[config.mk]
export PLATFORM = sky130hd
export DESIGN_NAME = imem_boot_loader
export DESIGN_NICKNAME = d
export VERILOG_FILES = /design/src/rtl/boot_loader_pkg.sv /design/src/rtl/byte_word_packer.sv /design/src/rtl/imem_boot_loader.sv
export SDC_FILE = /design/constraint.sdc
export NUM_CORES = 1
export LEC_CHECK = 0
export ABC_CLOCK_PERIOD_IN_PS = 3580
export BUFFER_PORTS_ARGS = -buffer_cell sky130_fd_sc_hd__buf_2
export CAP_MARGIN = 30
export CORE_ASPECT_RATIO = 0.7
export CORE_MARGIN = 3
export CORE_UTILIZATION = 52
export CTS_BUF_LIST = sky130_fd_sc_hd__clkbuf_16
export CTS_CLUSTER_DIAMETER = 80
export CTS_CLUSTER_SIZE = 40
export DETAILED_ROUTE_END_ITERATION = 10
export PLACE_DENSITY = 0.75
export SLEW_MARGIN = 20
export SYNTH_ARGS = -nofsm -noshare
export SYNTH_HDL_FRONTEND = slang
export SYNTH_SLANG_ARGS = --single-unit
[constraint.sdc]
create_clock -name clk -period 3.58 [get_ports clk]
set_clock_uncertainty 0.2 [all_clocks]
set_input_delay 0.358 -clock clk [delete_from_list [all_inputs] [get_ports clk]]
set_output_delay 0.358 -clock clk [all_outputs]
set_load 0.05 [all_outputs]
[src/rtl/boot_loader_pkg.sv]
// -----------------------------------------------------------------------------
// boot_loader_pkg
// Shared definitions for the IMEM boot loader: FSM state encoding and the
// byte counts of the image framing (header and trailer).
// -----------------------------------------------------------------------------
package boot_loader_pkg;

  typedef enum logic [2:0] {
    IDLE,
    HDR,
    DATA,
    WRITE,
    CSUM,
    RUN,
    ERR
  } state_t;

  // Image framing: 16-bit little-endian word count, then the words, then one
  // XOR checksum byte.
  localparam int HDR_BYTES  = 2;
  localparam int CSUM_BYTES = 1;

endpackage : boot_loader_pkg

[src/rtl/byte_word_packer.sv]
// -----------------------------------------------------------------------------
// byte_word_packer
// Assembles little-endian 32-bit words from a byte stream and keeps a running
// XOR of every byte taken since the last clear.
//
// Ports:
//   clk, rst    : clock, asynchronous active-high reset
//   clear       : synchronous clear of word, byte counter and checksum
//   take        : a data byte is consumed this cycle
//   byte_data   : the byte being consumed
//   word_next   : the word as it will be once byte_data is shifted in; equals
//                 the complete word when take && last
//   last        : the byte being taken completes the current word
//   csum        : running XOR of all bytes taken since clear
// -----------------------------------------------------------------------------
module byte_word_packer (
  input  logic        clk,
  input  logic        rst,
  input  logic        clear,
  input  logic        take,
  input  logic [7:0]  byte_data,
  output logic [31:0] word_next,
  output logic        last,
  output logic [7:0]  csum
);

  logic [31:0] word;
  logic [1:0]  byte_cnt;

  // Bytes enter at the top and move down, so after four bytes the first one
  // sits in [7:0].
  assign word_next = {byte_data, word[31:8]};
  assign last      = (byte_cnt == 2'd3);

  // NOTE: sequential state uses non-blocking assignments only, so every
  // register samples pre-edge values regardless of statement order.
  always_ff @(posedge clk or posedge rst) begin
    if (rst) begin
      word     <= '0;
      byte_cnt <= '0;
      csum     <= '0;
    end else if (clear) begin
      word     <= '0;
      byte_cnt <= '0;
      csum     <= '0;
    end else if (take) begin
      word     <= word_next;
      byte_cnt <= byte_cnt + 2'd1;  // wraps to 0 after the 4th byte
      csum     <= csum ^ byte_data;
    end
  end

endmodule : byte_word_packer

[src/rtl/imem_boot_loader.sv]
// -----------------------------------------------------------------------------
// imem_boot_loader
// Loads a program image from a byte stream into the instruction memory and
// holds the core in reset until a complete, checksum-valid image is written.
//
// Ports:
//   clk, rst     : clock, asynchronous active-high reset
//   start        : one-cycle pulse; begins a load from IDLE, RUN or ERR
//   rx_valid     : byte available on rx_data
//   rx_data      : stream byte
//   rx_ready     : loader accepts a byte this cycle
//   imem_we      : IMEM write strobe (one cycle per word)
//   imem_waddr   : IMEM word address, held between writes
//   imem_wdata   : IMEM write word, held between writes
//   core_rst_n   : active-low core reset, released only in RUN
//   busy         : a load session is in progress
//   done         : image loaded and core running
//   err          : session rejected (bad word count or checksum)
// -----------------------------------------------------------------------------
module imem_boot_loader
  import boot_loader_pkg::*;
#(
  parameter int IMEM_DEPTH = 256,
  parameter int ADDR_W     = 8
) (
  input  logic              clk,
  input  logic              rst,
  input  logic              start,
  input  logic              rx_valid,
  input  logic [7:0]        rx_data,
  output logic              rx_ready,
  output logic              imem_we,
  output logic [ADDR_W-1:0] imem_waddr,
  output logic [31:0]       imem_wdata,
  output logic              core_rst_n,
  output logic              busy,
  output logic              done,
  output logic              err
);

  localparam logic [15:0] DEPTH16 = 16'(IMEM_DEPTH);

  state_t            state, state_d;
  logic              seq_cnt;     // byte index within header / trailer
  logic [15:0]       n_words;
  logic [ADDR_W-1:0] addr;

  logic        take;
  logic [15:0] n_full;
  logic        last_word;
  logic        pk_clear, pk_take, pk_last;
  logic [31:0] pk_word_next;
  logic [7:0]  pk_csum;

  assign take      = rx_valid && rx_ready;
  // Word count as it stands once the current header byte is shifted in.
  assign n_full    = {rx_data, n_words[15:8]};
  assign last_word = (16'(addr) == n_words - 16'd1);
  assign pk_take   = take && (state == DATA);

  byte_word_packer u_packer (
    .clk       (clk),
    .rst       (rst),
    .clear     (pk_clear),
    .take      (pk_take),
    .byte_data (rx_data),
    .word_next (pk_word_next),
    .last      (pk_last),
    .csum      (pk_csum)
  );

  // NOTE: every signal written here gets a default first, so no path through
  // the case can leave one unassigned and infer a latch.
  always_comb begin
    state_d  = state;
    pk_clear = 1'b0;
    unique case (state)
      IDLE, RUN, ERR: if (start) state_d = HDR;
      HDR: begin
        if (take && seq_cnt == 1'(HDR_BYTES - 1)) begin
          if (n_full == 16'd0 || n_full > DEPTH16) begin
            state_d = ERR;
          end else begin
            state_d  = DATA;
            pk_clear = 1'b1;
          end
        end
      end
      DATA:  if (take && pk_last) state_d = WRITE;
      WRITE: state_d = last_word ? CSUM : DATA;
      CSUM: begin
        if (take && seq_cnt == 1'(CSUM_BYTES - 1)) begin
          state_d = (rx_data == pk_csum) ? RUN : ERR;
        end
      end
      default: state_d = IDLE;
    endcase
  end

  always_ff @(posedge clk or posedge rst) begin
    if (rst) begin
      state      <= IDLE;
      seq_cnt    <= 1'b0;
      n_words    <= '0;
      addr       <= '0;
      rx_ready   <= 1'b0;
      imem_we    <= 1'b0;
      imem_waddr <= '0;
      imem_wdata <= '0;
      core_rst_n <= 1'b0;
      busy       <= 1'b0;
      done       <= 1'b0;
      err        <= 1'b0;
    end else begin
      state <= state_d;

      if (state != state_d) seq_cnt <= 1'b0;
      else if (take)        seq_cnt <= seq_cnt + 1'b1;

      if (state == HDR && take) n_words <= n_full;

      if (pk_clear)           addr <= '0;
      else if (state == WRITE) addr <= addr + ADDR_W'(1);

      // Outputs are registered from the next state so they line up with the
      // state they describe, with no combinational path to the pins.
      imem_we <= (state_d == WRITE);
      if (state == DATA && state_d == WRITE) begin
        imem_waddr <= addr;
        imem_wdata <= pk_word_next;
      end
      rx_ready   <= (state_d inside {HDR, DATA, CSUM});
      busy       <= (state_d inside {HDR, DATA, WRITE, CSUM});
      done       <= (state_d == RUN);
      core_rst_n <= (state_d == RUN);
      err        <= (state_d == ERR);
    end
  end

endmodule : imem_boot_loader

# After elaboration in Yosys (flattened, before gate mapping)
# Cells that the tools add are included.
# word_totals
ff_bits,115
word_cells,74
# op_classes
eq_ne,16
n_reduce_logical,16
bitwise_logic,2
addsub,4
muxes,21
order_cmp,1
# ops
operator,count
32-bit two-way mux,2
8-bit two-way mux,4
3-bit equality test (second input constant),6
3-bit two-way mux,6
8-bit by 16-bit equality test with 1-bit output,1
16-bit by 9-bit greater-than comparator with 1-bit output (second input constant),1
16-bit zero test,1
16-bit by 1-bit subtractor with 16-bit output (second input constant),1
3-bit case mux with 5 select lines,1
3-bit by 2-bit equality test with 1-bit output (second input constant),4
8-bit by 1-bit adder with 8-bit output (second input constant),1
8-bit equality test,1
8-bit XOR,1
1-bit logical AND,7
3-bit by 1-bit equality test with 1-bit output (second input constant),2
2-bit two-way mux,3
2-bit nonzero test,3
1-bit two-way mux,5
4-bit nonzero test,1
3-bit zero test,1
3-bit inequality test,1
3-bit nonzero test,1
3-bit OR reduction,1
2-bit by 1-bit adder with 2-bit output (second input constant),1
4 further kinds,4

# Longest topological paths before layout
# Gate-level depths: netlist of the first run.
# depth
word_depth,7
ltp_mapped,9
depth_no_buf,8

# By module
# Synthesis of the first run repeated with hierarchy kept, for this count alone.
# hier_totals
cells_unflattened,501
area_unflattened_um2,5024.8
# modules_own_cells
module,instances,cells_per_inst,seq_area_each_um2,area_per_inst_um2
imem_boot_loader,1,372,1826.8,3469.6
byte_word_packer,1,129,850.8,1555.2

# Least setup slack after synthesis of the first run
# No wires, ideal clock.
# synth_path
path_kind,register -> register
start,reg n_words[0]
end,reg state[1]
t_arrival_ns,2.141
n_path_buf,1
setup_time_ns,0.119
slack_ns,1.121
path_stages_with_launch,10
cell_sequence,dfrtp_1 inv_1 ha_1 clkbuf_8 nor4b_4 nand3_1 a32oi_1 a2111oi_2 or4_1 a21bo_1
# synth_via
elab_chain_len,4
# synth_rtl
element,line_no,source
from (decl),imem_boot_loader.sv:45,logic [15:0] n_words;
from (signal assigned),imem_boot_loader.sv:120,if (state == HDR && take) n_words <= n_full;
16-bit by 1-bit subtractor with 16-bit output,imem_boot_loader.sv:58,assign last_word = (16'(addr) == n_words - 16'd1);
8-bit by 16-bit equality test with 1-bit output,imem_boot_loader.sv:58,
3-bit two-way mux,imem_boot_loader.sv:90,WRITE: state_d = last_word ? CSUM : DATA;
3-bit case mux with 5 select lines,imem_boot_loader.sv:77,unique case (state)
net state_d[1],imem_boot_loader.sv:43,"state_t state, state_d;"
to (signal assigned),imem_boot_loader.sv:115,state <= state_d;
to (decl),imem_boot_loader.sv:43,
# The timed path passes the listed nets, and every way through them passes these cells.
# A chain may end at the register's enable or synchronous reset.

# Worst setup path in the final report of the first run
# Ends and elaborated chain as after synthesis.

==> qor.txt, run 1 <==
Final period utilization - 0.781
Slew HR - 0.598
CP Capture Type - flop
# IOs - 58
Chip Height - 87.1 um
Largest net degree at the start of global routing - 108
Multi-input logic area - 0.00206 mm^2
Vias per cell - 5.51
Power Dens Cells - 1030 mW/mm^2
Setup tns final - 0 ps
# rows - 28
Worst Hold Class - input port to flop
Crit path largest cell delay - 560 ps
DRC viols - 0
Diodes inserted - 0
Final nets - 494
CTS Sinks - 107
Synth Instances - 428
Initial antenna violation count - 0
Fill cells - 702
Core Box Area - 0.00879 mm^2
Syn Std Cell Area - 0.00488 mm^2
RSZ-0062 raised after global routing - no
Hpwl dp - 6.67 mm
Worst-Margin Slew - 599 ps
P_leak - 2.51 nW
Buffers added on ports - 57
Congestion Overflow GR - 0
Gr usage total - 0.194
Slowest-stage cell, CP - or4_1
Setup Crit Path Kind - flop to flop
Final setup viols - 0
Vias in the first global route - 3217
Clk pin slew, worst setup/hold paths - 80 ps
Asr flop ratio synth - 1.00
Clock Path Buffers - 2
Net Switching - 2.55 mW
Status - finished clean
Main synth FF type - dfrtp_1
Max VDD drop - 0.558 mV
Initial drt markers - 277
Final hold vios - 0
Synthesis Warnings - 0
Seq/Total Area, Yosys - 0.549
Critical path cell sequence - inv_1 -> ha_1 -> nor4b_4 -> nand3_1 -> a32oi_1 -> a2111oi_2 -> or4_1 -> a21bo_1
Cell-internal power - 3.17 mW
WL final - 9.67 mm
DR vias - 3330
Fmax achieved - 358 MHz
1st-pass router iterations - 4
Final Cell Area - 0.00556 mm^2
Critical Path Start Type - flop
Sw Ratio - 0.446
Synth Register Bits - 107
Seq. cell area - 0.00268 mm^2
Distinct cell type count after synthesis - 54
Synthesized area per cell - 11.4 um^2
H-tree depth - 3
Max-cap violations - 0
Post-Syn Nets - 443
Critical path fanouts, max - 9
Layout Area Growth over Synthesis - 13.9%
Post-route ant nets - 0
Die area - 0.0106 mm^2
Clk pwr share - 0.161
Global-route wire length before repair - 16.1 mm
Comb pwr share - 0.444
Share of layout cells above drive strength 1 - 0.300
Sequential Power Share - 0.395
Fin crit period - 2800 ps
WP data required - 3610 ps
Slew Limit Fails - 0
Initial core utilization - 0.555
Die Span X - 122 um
Crit path DAT - 2820 ps
Post-synth EDFFs - 0
TritonCTS buffer count - 9
Worst-Skew Late Latency - 350 ps
Root Buffer - clkbuf_16
DR WL/cell - 16.0 um
Post-place instance area - 0.00527 mm^2
TritonCTS clock tree - yes
Routability-driven placement congestion ratio - 0.869
power by group through the flow:
stage	registers [mW]	logic (mW)	clock network, mW
global placement	2.24	2.47	0
detailed placement	2.27	2.54	0
global route	2.34	2.76	0.996
CTS	2.25	2.56	0.948
finish	2.26	2.54	0.925
floorplan	2.84	1.40	0
logic make-up (layout without fill, tap and decap cells):
| family | count (synthesis) | after routing | share of synthesized area |
|---|---|---|---|
| simple gates | 140 | 140 | 0.142 |
| mux | 54 | 54 | 0.124 |
| xor+xnor | 37 | 37 | 0.0664 |
| fa+ha+maj | 4 | 4 | 0.00974 |
| flops | 107 | 107 | 0.549 |
| buf+inv | 31 | 87 | 0.0323 |
| compound gates | 55 | 55 | 0.0767 |
through the flow:
step / cells / utilization / hold WS, ps / power (mW) / setup WS (ps)
after floorplan: 428 / - / 279 / 4.24 / 205
after global placement: 587 / 0.599 / 285 / 4.72 / 927
after detailed placement: 587 / 0.599 / 290 / 4.82 / 815
after CTS: 604 / 0.632 / 124 / 5.76 / 793
after global routing: 604 / 0.632 / 124 / 6.10 / 661
final: 604 / 0.632 / 133 / 5.73 / 784
layout make-up:
class	count	area share
inverters	7	0.00518
repair buffers	64	0.0657
well taps	120	0.0270
clock inverters	7	0.00968
clock buffers	9	0.0405
flip-flops and latches	107	0.482
multi-input cells	290	0.370
cells in the final DEF (no fill, tap or decap), types with 3 or more instances in the layout:
cell	instances
dfrtp_1	107
nand2_1	64
buf_2	57
mux2_2	53
a21oi_1	32
nor2_1	28
xnor2_1	20
xor2_1	17
clkbuf_16	9
inv_1	8
nor3_1	7
o21ai_0	5
nand3b_1	4
nand3_1	4
buf_4	4
nand4b_1	3
and3b_1	3
nor2b_1	3
nand4_1	3
ha_1	3
clkinv_4	3
worst max-delay path, delay by kind of cell, from the launching register on:
kind | cells | cell delay (ps)
buffers and inverters | 1 | 90
adder cells (fa/ha/maj) | 1 | 360
AO/OA/AOI/OAI | 3 | 530
AND/OR/NAND/NOR | 3 | 1080
flip-flops | 1 | 420
worst paths after layout:
kind                       cells past startpoint  slack (ps)                 to           start
max in group asynchronous                      4        2280  u_packer.word[31]             rst
min in group asynchronous                      4         490            seq_cnt             rst
setup reg to reg                               8         780           state[1]      n_words[0]
hold reg to reg                                1         300     imem_wdata[14]  imem_wdata[14]
hold / removal                                 2         130     imem_wdata[28]      rx_data[4]
setup / recovery                               8         780           state[1]      n_words[0]
Yosys cell counts, types with 2 or more instances:
master     instances  share of area
a2111oi_2          2         0.0062
a21oi_1           32          0.033
a31oi_1            2         0.0026
and3_1             2         0.0026
and3b_1            3         0.0054
and4_1             2         0.0036
buf_2             10          0.010
buf_4              3         0.0046
clkbuf_1           8         0.0062
dfrtp_1          107           0.55
ha_1               3         0.0077
inv_1              7         0.0054
mux2_2            53           0.12
nand2_1           64          0.049
nand3_1            4         0.0041
nand3b_1           4         0.0062
nand4_1            3         0.0038
nand4b_1           3         0.0054
nor2_1            29          0.022
nor2b_1            3         0.0038
nor3_1             8         0.0082
nor4_1             2         0.0026
o21ai_0            5         0.0051
o21ai_1            2         0.0021
or3_1              2         0.0026
or4_1              2         0.0031
xnor2_1           20          0.036
xor2_1            17          0.031
layer usage:
layer,part of all wire,global-route usage,routed length [um]
met1,0.51,0.289,4930
met5,0,0,0
met4,0.0089,0.0549,86
met2,0.43,0.289,4180
met3,0.049,0.0409,472
sequential cells by signal (all words and copies together), names as in the netlist:
| name | flops |
|---|---|
| imem_wdata | 32 |
| err | 1 |
| u_packer.byte_cnt | 2 |
| seq_cnt | 1 |
| u_packer.csum | 8 |
| busy | 1 |
| imem_we | 1 |
| addr | 8 |
| n_words | 16 |
| imem_waddr | 8 |
| done | 1 |
| rx_ready | 1 |
| u_packer.word | 24 |
| state | 3 |
repair_timing:
| action | CTS | global route |
|---|---|---|
| setup buffers | 0 | 0 |
| endpoints found under the hold margin | 93 | 0 |
| hold buffers | 1 | 0 |
| gates resized for setup | 0 | 0 |
Power figures use the tool's default switching activity.
==> inputs of run 2 (changes only) <==
Settings changed: ABC_CLOCK_PERIOD_IN_PS 3580 to 2400.
Clock period 3.58 ns to 2.4 ns, I/O delays scaled along.
==> run 2 against run 1 <==
Effect of this change:
- the run now ends with setup timing left
- design area increased by 5.3%
- worst hold slack got worse by 120 ps
- setup slack got worse by 790 ps
- critical endpoint unchanged
- highest routed layer unchanged
==> qor.txt, run 2 (same netlist as run 1, synthesis figures left out) <==
# rows - 28
Worst-Margin Slew - 639 ps
RSZ-0062 raised after global routing - yes
TritonCTS buffer count - 9
Fmax achieved - 415 MHz
Max-cap violations - 0
Biggest register - imem_wdata
Buffers added on ports - 57
Seq. cell area - 0.00268 mm^2
Congestion Overflow GR - 0
Clock Path Buffers - 2
1st-pass router iterations - 4
CP startpoint - n_words[0]
TritonCTS clock tree - yes
# IOs - 58
Setup Slack @ Placement - -99.7 ps
Crit path DAT - 2450 ps
Slew HR - 0.573
CTS Sinks - 107
Post-place instance area - 0.00540 mm^2
Critical hold path startpoint - rx_data[4]
Initial antenna violation count - 0
Root Buffer - clkbuf_16
Failing checks - setup timing
Fill cells - 678
Fin worst setup slack - -11.3 ps
Critical Path Start Type - flop
Vias per cell - 5.55
Hpwl dp - 7.37 mm
Slew Limit Fails - 0
Largest net degree at the start of global routing - 44
Placed cell count - 601
Core Box Area - 0.00879 mm^2
WL final - 11.1 mm
Worst Hold Class - input port to flop
Final nets - 514
Multi-input logic area - 0.00213 mm^2
DR vias - 3458
Sequential Power Share - 0.364
Max VDD drop - 0.890 mV
Setup Crit Path Kind - flop to flop
Largest register FFs - 32
Worst flop-to-flop path startpoint - n_words[0]
Final instance count without filler cells - 623
Layout Area Growth over Synthesis - 19.9%
Final Cell Area - 0.00585 mm^2
Crit path largest cell delay - 510 ps
Gr usage total - 0.219
Diodes inserted - 0
Initial drt markers - 262
Sw Ratio - 0.436
Final period utilization - 1.00
DR WL/cell - 17.8 um
CP Capture Type - flop
Power Dens Cells - 1550 mW/mm^2
Fin crit period - 2410 ps
Slowest-stage cell, CP - or4_4
P_leak - 2.64 nW
Status - complete, but fails checks
Worst-Skew Late Latency - 350 ps
Critical path fanouts, max - 5
WP data required - 2440 ps
Comb pwr share - 0.465
Cell-internal power - 5.13 mW
Vias in the first global route - 3463
Die area - 0.0106 mm^2
Critical path cell sequence - inv_2 -> ha_4 -> nor4b_4 -> buf_4 -> nand3_2 -> a32oi_2 -> a2111oi_2 -> or4_4 -> a21bo_1
Routability-driven placement congestion ratio - 0.860
H-tree depth - 3
Post-route ant nets - 0
Commonest non-fill, non-tap cell in the layout - dfrtp_1
Clk pwr share - 0.171
Chip Height - 87.1 um
Final hold vios - 0
DRC viols - 0
Net Switching - 3.96 mW
Final setup viols - 1
Die Span X - 122 um
Most frequent cells in the layout - dfrtp_1, nand2_1, buf_2
Largest regs - imem_wdata x32, u_packer.word x24, n_words x16
Global-route wire length before repair - 18.1 mm
Clk pin slew, worst setup/hold paths - 70 ps
Total power - 9.09 mW
Share of layout cells above drive strength 1 - 0.354
Post-layout util - 0.666
Initial core utilization - 0.555
-- run 2: cell count changes in the layout (fill, tap and decap cells not counted), sizes merged --
cell / before / now
clkinvlp: 0 / 1
buf: 63 / 82
clkinv: 3 / 2
clkbuf: 9 / 10
bufinv: 0 / 2
inv: 11 / 8
-- run 2: final timing paths --
check / slack (ps) / end / cells after the start
max: -10 / state[1] / 9
min: 9 / n_words[12] / 2
max reg2reg: -10 / state[1] / 9
min reg2reg: 300 / imem_wdata[22] / 1
max in group asynchronous: 1060 / addr[2] / 4
min in group asynchronous: 330 / imem_we / 3
-- run 2: per-layer routing --
| metal | wire length [um] | track usage | up-vias | share of wire |
|---|---|---|---|---|
| li1 | - | - | 1617 | - |
| met1 | 5220 | 0.317 | 1731 | 0.47 |
| met2 | 5080 | 0.329 | 99 | 0.46 |
| met3 | 688 | 0.0610 | 11 | 0.062 |
| met4 | 123 | 0.0590 | 0 | 0.011 |
| met5 | 0 | 0 | - | 0 |
-- run 2: through the flow --
stage / setup TNS (ps) / hold WS, ps
2_1_floorplan: 0 / 192
6_report: -11.3 / 8.85
3_5_place_dp: -114 / 158
5_1_grt: -275 / 24.4
4_1_cts: -29.2 / 2.72
3_3_place_gp: 0 / 148
-- run 2: power groups by stage --
stage          clock network (mW)  logic (mW)  registers, mW
2_1_floorplan                   0        2.10           4.23
3_3_place_gp                    0        3.97           3.27
3_5_place_dp                    0        4.06           3.31
4_1_cts                      1.58        4.15           3.29
5_1_grt                      1.64        4.57           3.43
6_report                     1.55        4.23           3.31
-- run 2: critical path, delay by kind of cell (launching register included) --
family,cells,cell delay (ps)
simple gates,3,770
compound gates,3,490
buf+inv,2,270
fa+ha+maj,1,140
flops,1,430
-- run 2: area by class of cell --
type	count	area share
clock inverter	6	0.0139
inverter	7	0.00513
sequential	107	0.458
tap	120	0.0257
multi-input combinational	290	0.364
timing repair buffer	84	0.0953
clock buffer	9	0.0385
-- run 2: timing repair --
action | 4_1_cts | 5_1_grt
setup endpoints to repair | 3 | 48
setup buffers | 2 | 3
hold buffers | 1 | 0
resized for setup | 5 | 12
endpoints found under the hold margin | 24 | 0
pin swaps | 2 | 6
gates cloned | 0 | 1
